--- src/rtl/alarm_keypad_ctrl.sv ---
// Keypad front-end: collects PIN digits, checks them, and issues arm/disarm/error pulses with a timed lockout.
// Latency: the result pulse is registered one edge after the edge that samples ENTER; status outputs update at the key edge.
// Backpressure: none; keys arriving while locked out, checking or disabled are dropped.
module alarm_keypad_ctrl #(
  parameter int                    CODE_LEN    = 4,
  parameter logic [4*CODE_LEN-1:0] PIN         = 16'h1234,
  parameter int                    TIMEOUT_CYC = 200,
  parameter int                    MAX_FAILS   = 3,
  parameter int                    LOCKOUT_CYC = 500
) (
  input  logic       clk,
  input  logic       rst_n,
  input  logic       ena,
  input  logic       key_valid,
  input  logic [3:0] key_code,
  input  logic [1:0] alarm_state,
  output logic       arm_req,
  output logic       disarm_req,
  output logic       code_err,
  output logic       lockout,
  output logic       entry_active,
  output logic [3:0] digit_cnt
);

  localparam int EW = 4 * CODE_LEN;
  localparam int TW = $clog2(TIMEOUT_CYC + 1);
  localparam int LW = $clog2(LOCKOUT_CYC + 1);
  localparam int FW = $clog2(MAX_FAILS + 1);

  localparam logic [TW-1:0] TMO_END  = TW'(TIMEOUT_CYC);
  localparam logic [LW-1:0] LOCK_END = LW'(LOCKOUT_CYC);
  localparam logic [FW-1:0] FAIL_MAX = FW'(MAX_FAILS);
  localparam logic [3:0]    CNT_LEN  = 4'(CODE_LEN);
  localparam logic [3:0]    CNT_SAT  = 4'(CODE_LEN + 1);

  typedef enum logic [1:0] {
    ST_IDLE    = 2'b00,
    ST_ENTRY   = 2'b01,
    ST_CHECK   = 2'b10,
    ST_LOCKOUT = 2'b11
  } state_t;

  state_t        state_q, state_d;
  logic [EW-1:0] entry_q, entry_d;
  logic [3:0]    digit_cnt_q, digit_cnt_d;
  logic [FW-1:0] fail_cnt_q, fail_cnt_d;
  logic [TW-1:0] tmo_cnt_q, tmo_cnt_d;
  logic [LW-1:0] lock_cnt_q, lock_cnt_d;
  logic          arm_req_q, arm_req_d;
  logic          disarm_req_q, disarm_req_d;
  logic          code_err_q, code_err_d;
  logic          lockout_q, lockout_d;
  logic          entry_active_q, entry_active_d;

  logic          key_digit, key_clear, key_enter;
  logic          code_match;
  logic [TW-1:0] tmo_inc;
  logic [LW-1:0] lock_inc;
  logic [FW-1:0] fail_inc;

  // Key classification; codes 0xC-0xF fall through as "no accepted key".
  assign key_digit = key_valid && (key_code <= 4'd9);
  assign key_clear = key_valid && (key_code == 4'hA);
  assign key_enter = key_valid && (key_code == 4'hB);

  // Overflowed entries keep digit_cnt at CODE_LEN+1, so the length test alone rejects them.
  assign code_match = (digit_cnt_q == CNT_LEN) && (entry_q == PIN);

  assign tmo_inc  = tmo_cnt_q + TW'(1);
  assign lock_inc = lock_cnt_q + LW'(1);
  assign fail_inc = fail_cnt_q + FW'(1);

  // Next-state, datapath and pulse generation; everything holds and pulses drop while ena is low.
  always_comb begin
    state_d      = state_q;
    entry_d      = entry_q;
    digit_cnt_d  = digit_cnt_q;
    fail_cnt_d   = fail_cnt_q;
    tmo_cnt_d    = tmo_cnt_q;
    lock_cnt_d   = lock_cnt_q;
    arm_req_d    = 1'b0;
    disarm_req_d = 1'b0;
    code_err_d   = 1'b0;

    if (ena) begin
      case (state_q)
        ST_IDLE: begin
          if (key_digit) begin
            entry_d     = EW'(key_code);
            digit_cnt_d = 4'd1;
            tmo_cnt_d   = '0;
            state_d     = ST_ENTRY;
          end
        end

        ST_ENTRY: begin
          if (key_digit) begin
            // Shift-in keeps the most recent CODE_LEN digits, first digit ending in the top nibble.
            entry_d     = (entry_q << 4) | EW'(key_code);
            digit_cnt_d = (digit_cnt_q == CNT_SAT) ? digit_cnt_q : digit_cnt_q + 4'd1;
            tmo_cnt_d   = '0;
          end else if (key_clear) begin
            entry_d     = '0;
            digit_cnt_d = 4'd0;
            tmo_cnt_d   = '0;
            state_d     = ST_IDLE;
          end else if (key_enter) begin
            tmo_cnt_d = '0;
            state_d   = ST_CHECK;
          end else if (tmo_inc == TMO_END) begin
            // Silent abandon: no error pulse and the fail count is left alone.
            entry_d     = '0;
            digit_cnt_d = 4'd0;
            tmo_cnt_d   = '0;
            state_d     = ST_IDLE;
          end else begin
            tmo_cnt_d = tmo_inc;
          end
        end

        ST_CHECK: begin
          entry_d     = '0;
          digit_cnt_d = 4'd0;
          if (code_match) begin
            // alarm_state is only looked at here, in the single CHECK cycle.
            arm_req_d    = (alarm_state == 2'b00);
            disarm_req_d = (alarm_state != 2'b00);
            fail_cnt_d   = '0;
            state_d      = ST_IDLE;
          end else begin
            code_err_d = 1'b1;
            fail_cnt_d = fail_inc;
            if (fail_inc == FAIL_MAX) begin
              lock_cnt_d = '0;
              state_d    = ST_LOCKOUT;
            end else begin
              state_d = ST_IDLE;
            end
          end
        end

        ST_LOCKOUT: begin
          if (lock_inc == LOCK_END) begin
            lock_cnt_d = '0;
            fail_cnt_d = '0;
            state_d    = ST_IDLE;
          end else begin
            lock_cnt_d = lock_inc;
          end
        end

        default: begin
          state_d = ST_IDLE;
        end
      endcase
    end
  end

  // Level status outputs are registered decodes of the next state so they change on the key edge.
  always_comb begin
    lockout_d      = (state_d == ST_LOCKOUT);
    entry_active_d = (state_d == ST_ENTRY);
  end

  // State and datapath registers with asynchronous clear.
  always_ff @(posedge clk or negedge rst_n) begin
    if (!rst_n) begin
      state_q        <= ST_IDLE;
      entry_q        <= '0;
      digit_cnt_q    <= 4'd0;
      fail_cnt_q     <= '0;
      tmo_cnt_q      <= '0;
      lock_cnt_q     <= '0;
      arm_req_q      <= 1'b0;
      disarm_req_q   <= 1'b0;
      code_err_q     <= 1'b0;
      lockout_q      <= 1'b0;
      entry_active_q <= 1'b0;
    end else begin
      state_q        <= state_d;
      entry_q        <= entry_d;
      digit_cnt_q    <= digit_cnt_d;
      fail_cnt_q     <= fail_cnt_d;
      tmo_cnt_q      <= tmo_cnt_d;
      lock_cnt_q     <= lock_cnt_d;
      arm_req_q      <= arm_req_d;
      disarm_req_q   <= disarm_req_d;
      code_err_q     <= code_err_d;
      lockout_q      <= lockout_d;
      entry_active_q <= entry_active_d;
    end
  end

  assign arm_req      = arm_req_q;
  assign disarm_req   = disarm_req_q;
  assign code_err     = code_err_q;
  assign lockout      = lockout_q;
  assign entry_active = entry_active_q;
  assign digit_cnt    = digit_cnt_q;

endmodule

--- config.mk ---
export PLATFORM = sky130hd
export DESIGN_NAME = alarm_keypad_ctrl
export DESIGN_NICKNAME = d
export VERILOG_FILES = /design/src/rtl/alarm_keypad_ctrl.sv
export SDC_FILE = /design/constraint.sdc
export NUM_CORES = 1
export LEC_CHECK = 0
export CORE_MARGIN = 5
export CORE_UTILIZATION = 42
export CTS_CLUSTER_SIZE = 24
export DETAILED_ROUTE_END_ITERATION = 16
export PLACE_DENSITY = 0.67
export SLEW_MARGIN = 40
export SYNTH_ARGS = -nofsm -noshare
export SYNTH_HDL_FRONTEND = slang
export SYNTH_SLANG_ARGS = --single-unit
export TNS_END_PERCENT = 20
--- constraint.sdc ---
create_clock -name clk -period 2.6 [get_ports clk]
set_clock_uncertainty 0.15 [all_clocks]
set_input_delay 0.52 -clock clk [delete_from_list [all_inputs] [get_ports clk]]
set_output_delay 0.52 -clock clk [all_outputs]
set_load 0.1 [all_outputs]
==> impl_metrics.ini, run 1 <==
[critical_path]
worstPathMaxFanout = 7
slowest_stage = dfrtp_2
crit_chain = inv_1 > ha_2 > nor4bb_4 > nand4_1 > nor3_4 > nor2_2 > o21ai_2 > or2_4 > o31ai_1
cp.required_ps = 2640
worstSetupPathType = reg -> reg
critPathCaptureType = flop
cp_data_arrival_time_ps = 2430
startpoint_type = flop
critPathMaxStageDelay_ps = 430

[clock_tree]
insertion_delay_ps = 310
clk_pin_slew_ps = 100
htreeDepth = 2
cts_sinks = 46
hold_buffers = 0
root_buffer = clkbuf_8
cts_buffer_depth = 2
cts-buffers-inserted = 5
cts_tree = done

[power_and_ir_drop]
powerDensity_nw_per_um2 = 742
p_leak_nw = 1.49
fin_total_pwr_mw = 2.28
ir_drop_mv = 0.721

[sta]
worst_pin_slew_ps = 508
finalSetupTns_ps = 0
whs_ps = 22.4
hold_viol_final = 0
finalSetupViolations = 0
max_freq_mhz = 420
post-route-period-util_pct = 91.6
relSlewSlack_pct = 66.1
min_period_ps = 2380
drv_slew = 0

[final_layout]
final_core_util_pct = 51.3
area.growth.synth_to_final_pct = 17.6
nets = 338
nFillCells = 548
regArea_um2 = 1150
n_antenna_cell = 0
multi_input_area_um2 = 1340
final_layout_size_suffix_gt1_share_pct = 16.0

[run]
timing.max_cap.violations = 0

[run_status]
outcome = finished, final reports clean

[logic_synthesis]
yosys-top-cells-area = dfrtp_1 (44%), nand2_1 (6.9%), mux2i_1 (6.5%)
avgSynthCellArea_um2 = 9.21
synth.most_common_cell = nand2_1
ys.flop_type = dfrtp_1
syn_nets = 305
synth.largest_area_cell = dfrtp_1
synth_edf_count = 0
ys_seq_area_share_pct = 44.0
netlist_top_cells_count = nand2_1 (48), dfrtp_1 (46), inv_1 (28)
ys.warnings.count = 0
synth_area_um2 = 2620
async_flop_share_pct = 100
synth_cell_types = 50
ys_ff_latch = 46
postSynthCellCount = 284
synth_top_area_share_pct = 44.0

[grt]
grt-ovfl-total = 0
grt_usage_pct = 15.5
grt_max_degree = 29
grt_pass1_vias = 2080
grt_pass1_wl_um = 9580
antenna_found_initial = 0

[floorplan]
die_h_um = 88.9
die_area_um2 = 7910
io_pins = 19
start_util_pct = 43.7
core_um2 = 5990
rows = 28
die_w_um = 88.9

[route]
dr.pass1.iters = 4
post_drt_via_cell_ratio = 5.22
wl_met3_um = 238
vias = 2053
wl_met2_um = 2620
dr.first_iter.drc_count = 67
drt-total-wl_um = 5570
drcViolationCount = 0
wire_per_inst_um = 14.2
wl_met1_um = 2670
ant_nets = 0
topRoutingLayerUsed = met4

[place]
dpl.hpwl_um = 4110
globalplace.congestion = 0.776
io_buffer_count = 18

[worst_hold_path]
hp-class = in -> async
## where the power goes
part | internal, mW | switching, mW | total, mW
registers | 0.833 | 0.0918 | 0.925
logic | 0.340 | 0.570 | 0.910
clock network | 0.190 | 0.258 | 0.447
total | 1.36 | 0.920 | 2.28
## registers in the layout (all words and copies together) (netlist names)
register and count:
lockout 1, entry_q 16, tmo_cnt_q 8, lock_cnt_q 9, digit_cnt 4, state_q 2, arm_req 1, code_err 1
entry_active 1, fail_cnt_q 2, disarm_req 1
## layer usage
layer,global-route usage [%],vias up
li1,-,1039
met1,21.1,972
met4,2.88,0
met5,0,-
met2,25.4,35
met3,3.87,7
## timing repair
| action | 4_1_cts | 5_1_grt |
|---|---|---|
| setup buffers | 0 | 2 |
| setup endpoints to repair | 0 | 9 |
| gates resized for setup | 0 | 6 |
## area by class of cell
type / count / share of cell area, %
multi-input cells: 203 / 43.6
flip-flops and latches: 46 / 37.6
well taps: 75 / 3.05
clock buffers: 5 / 2.24
repair buffers: 33 / 9.56
inverters: 28 / 3.42
clock inverters: 3 / 0.610
## critical path: cells and delay by family, from the launching register on
family / cells / cell delay (ps)
adder cells (fa/ha/maj): 1 / 200
flip-flops: 1 / 430
AND/OR/NAND/NOR: 5 / 1070
buffers and inverters: 1 / 90
AO/OA/AOI/OAI: 2 / 320
## worst paths after layout
| path | slack [ps] | from | to | cells past startpoint |
|---|---|---|---|---|
| worst min register to register | 360 | lock_cnt_q[0] | lock_cnt_q[0] | 1 |
| worst min-delay path | 20 | rst_n | entry_q[0] | 1 |
| max in group asynchronous | 1760 | rst_n | tmo_cnt_q[5] | 2 |
| worst max-delay path | 220 | digit_cnt[1] | lock_cnt_q[7] | 9 |
| min in group clk | 360 | lock_cnt_q[0] | lock_cnt_q[0] | 1 |
| worst max register to register | 220 | digit_cnt[1] | lock_cnt_q[7] | 9 |
## logic make-up after synthesis
family | count (synthesis) | share of synthesized area (%)
simple gates | 116 | 22.5
compound gates | 56 | 14.8
flops | 46 | 44.0
buf+inv | 35 | 5.64
mux | 17 | 6.50
fa+ha+maj | 11 | 5.26
xor+xnor | 3 | 1.29
## placed cells by master (no fill, tap or decap), drive strengths merged, types with 8 or more instances in the layout
| cell | instances |
|---|---|
| dfrtp | 46 |
| nand2 | 48 |
| buf | 25 |
| clkdlybuf4s50 | 8 |
| mux2i | 17 |
| nand3 | 12 |
| ha | 11 |
| o21ai | 27 |
| inv | 29 |
| nor2 | 17 |
## per-stage QoR
stage / std cells / setup WS (ps) / cell area [um^2]
after global routing: 393 / -4.91 / 3080
after detailed placement: 383 / 131 / 2950
after global placement: 383 / 159 / 2950
after CTS: 391 / 163 / 3030
final: 393 / 219 / 3080
after floorplan: 284 / 80.4 / 2620
Note: power is estimated with default switching activity, not from simulation.
==> inputs of run 2 (changes only) <==
Settings changed: ABC_AREA set to 1.
==> impl_metrics.ini, run 2 <==
[run_status]
outcome = finished, final reports clean

[sta]
min_period_ps = 2240
hold_viol_final = 0
relSlewSlack_pct = 60.0
finalSetupTns_ps = 0
drv_slew = 0
whs_ps = 144
post-route-period-util_pct = 86.2
worst_pin_slew_ps = 600
max_freq_mhz = 446
rsz0062_at_grt = false
finalSetupViolations = 0

[critical_path]
startpoint_type = flop
slowest_stage = dfrtp_1
worstPathMaxFanout = 32
crit_chain = ha_1 > nand2_2 > inv_1 > nand3_1 > nand2_1 > nor2_2 > nand3_4 > a21oi_4 > nand2_4 > nand2_1 > o21ai_2
critPathMaxStageDelay_ps = 430
worstSetupPathType = reg -> reg
path_common_cell = nand2_1
path_buf_inv = 1
crit_family = simple AND/OR/NAND/NOR gates
ff2ff_setup_slack_ps = 360
reg2reg_from = tmo_cnt_q[1]
cp.required_ps = 2630
cp_data_arrival_time_ps = 2270
rr_endpoint = entry_q[6]
reg2reg_depth = 11
critPathCaptureType = flop

[floorplan]
io_pins = 19
rows = 29
core_um2 = 6420
start_util_pct = 43.9
die_area_um2 = 8440
die_w_um = 91.9
die_h_um = 91.9

[logic_synthesis]
avgSynthCellArea_um2 = 8.09
ys_ff_latch = 46
ys.flop_type = dfrtp_1
ys_seq_area_share_pct = 40.9
synth.largest_area_cell = dfrtp_1
synth_cell_types = 37
postSynthCellCount = 348
synth_edf_count = 0
synth.most_common_cell = nand2_1
async_flop_share_pct = 100
synth_area_um2 = 2820
syn_nets = 369
yosys-top-cells-area = dfrtp_1 (41%), nand2_1 (8.9%), inv_1 (5.9%)
netlist_top_cells_count = nand2_1 (67), dfrtp_1 (46), inv_1 (44)
synth_top_area_share_pct = 40.9
ys.warnings.count = 0

[clock_tree]
hold_buffers = 0
cts-buffers-inserted = 5
cts_sinks = 46
htreeDepth = 2
clk_pin_slew_ps = 100
cts_buffer_depth = 2
post_cts_buffers = 0
root_buffer = clkbuf_8
insertion_delay_ps = 300
ctsResizeCount = 0
cts_tree = done

[route]
ant_nets = 0
drt-total-wl_um = 5590
post_drt_via_cell_ratio = 5.02
dr.first_iter.drc_count = 91
wire_per_inst_um = 12.4
drcViolationCount = 0
dr.pass1.iters = 4
vias = 2253

[place]
dpl.hpwl_um = 4140
globalplace.congestion = 0.855
io_buffer_count = 18

[power_and_ir_drop]
p_seq_share_pct = 34.6
p_sw_mw = 1.28
fin_total_pwr_mw = 2.90
p_leak_nw = 1.44
p_clk_share_pct = 22.1
combPwrFrac_pct = 43.3
p_sw_share_pct = 44.2
p_int_mw = 1.62
ir_drop_mv = 0.500
powerDensity_nw_per_um2 = 911

[final_layout]
n_antenna_cell = 0
final_core_util_pct = 49.5
largest_register_ffs = 16
final_layout_size_suffix_gt1_share_pct = 22.6
nets = 392
nFillCells = 613
final_cell_mix = nand2_1 (67), dfrtp_1 (46), inv_1 (44)
regMostFlops = entry_q
area.growth.synth_to_final_pct = 12.9
top_regs = entry_q: 16 flops, lock_cnt_q: 9 flops, tmo_cnt_q: 8 flops
layout_commonest_cell = nand2_1

[grt]
grt-ovfl-total = 0
grt_pass1_wl_um = 10000
grt_pass1_vias = 2194
grt_usage_pct = 14.5
antenna_found_initial = 0
grt_max_degree = 47

[run]
timing.max_cap.violations = 0

[worst_hold_path]
hp-class = in -> async
[run 2: how the worst max path moves through the flow]
stage	from	endpoint	slack [ps]	depth (start not counted)
after floorplan	digit_cnt[0]	lock_cnt_q[0]	180	11
after global placement	key_valid	entry_q[6]	90	10
after detailed placement	key_valid	entry_q[6]	50	10
after CTS	tmo_cnt_q[1]	entry_q[6]	330	11
after global routing	tmo_cnt_q[1]	entry_q[6]	190	11
final	tmo_cnt_q[1]	entry_q[6]	360	11
[run 2: power by group through the flow]
stage	clock (mW)	sequential (mW)	combinational [mW]
2_1_floorplan	0	1.18	0.843
3_3_place_gp	0	1.01	1.25
3_5_place_dp	0	1.02	1.27
4_1_cts	0.660	1.00	1.27
5_1_grt	0.692	1.03	1.42
6_report	0.641	1.00	1.25
[run 2: cell families (layout without fill, tap and decap cells)]
logic type / count (synthesis) / count (layout) / synth area share (%)
DFF: 46 / 46 / 40.9
xor gates and xnor gates: 4 / 4 / 1.24
AOI/OAI and AO/OA: 61 / 61 / 15.1
buffers and inverters: 56 / 80 / 8.71
adders and majority gates: 11 / 11 / 4.89
and+or+nand+nor: 170 / 170 / 29.2
[run 2: layout make-up]
type                       count  area (um^2)  share of cell area (%)
multi-input combinational    246         1420                    44.7
sequential                    46         1150                    36.2
timing repair buffer          23          190                    5.98
inverter                      49          184                    5.79
tap                           77         96.3                    3.03
clock buffer                   5         68.8                    2.16
clock inverter                 3         68.8                    2.16
[run 2: layer usage]
layer / share of wire, % / wire length [um] / GRT usage (%) / vias to the layer above
li1: - / - / - / 1173
met3: 3.3 / 184 / 3.44 / 10
met1: 48 / 2650 / 19.7 / 1039
met2: 47 / 2620 / 22.6 / 31
met4: 2.2 / 123 / 5.45 / 0
met5: 0 / 0 / 0 / -
[run 2: metrics by stage]
stage | instances | cell area, um^2 | setup slack (ps)
after floorplan | 348 | 2820 | 177
after global placement | 441 | 3040 | 87.7
after detailed placement | 441 | 3040 | 48.9
after CTS | 449 | 3180 | 329
after global routing | 449 | 3180 | 190
final | 449 | 3180 | 359
==> inputs of run 3 (changes only) <==
Settings changed: GPL_ROUTABILITY_DRIVEN set to 0.
==> results of run 3 <==
The final DEF is identical to that of run 2; final timing and power are the same.
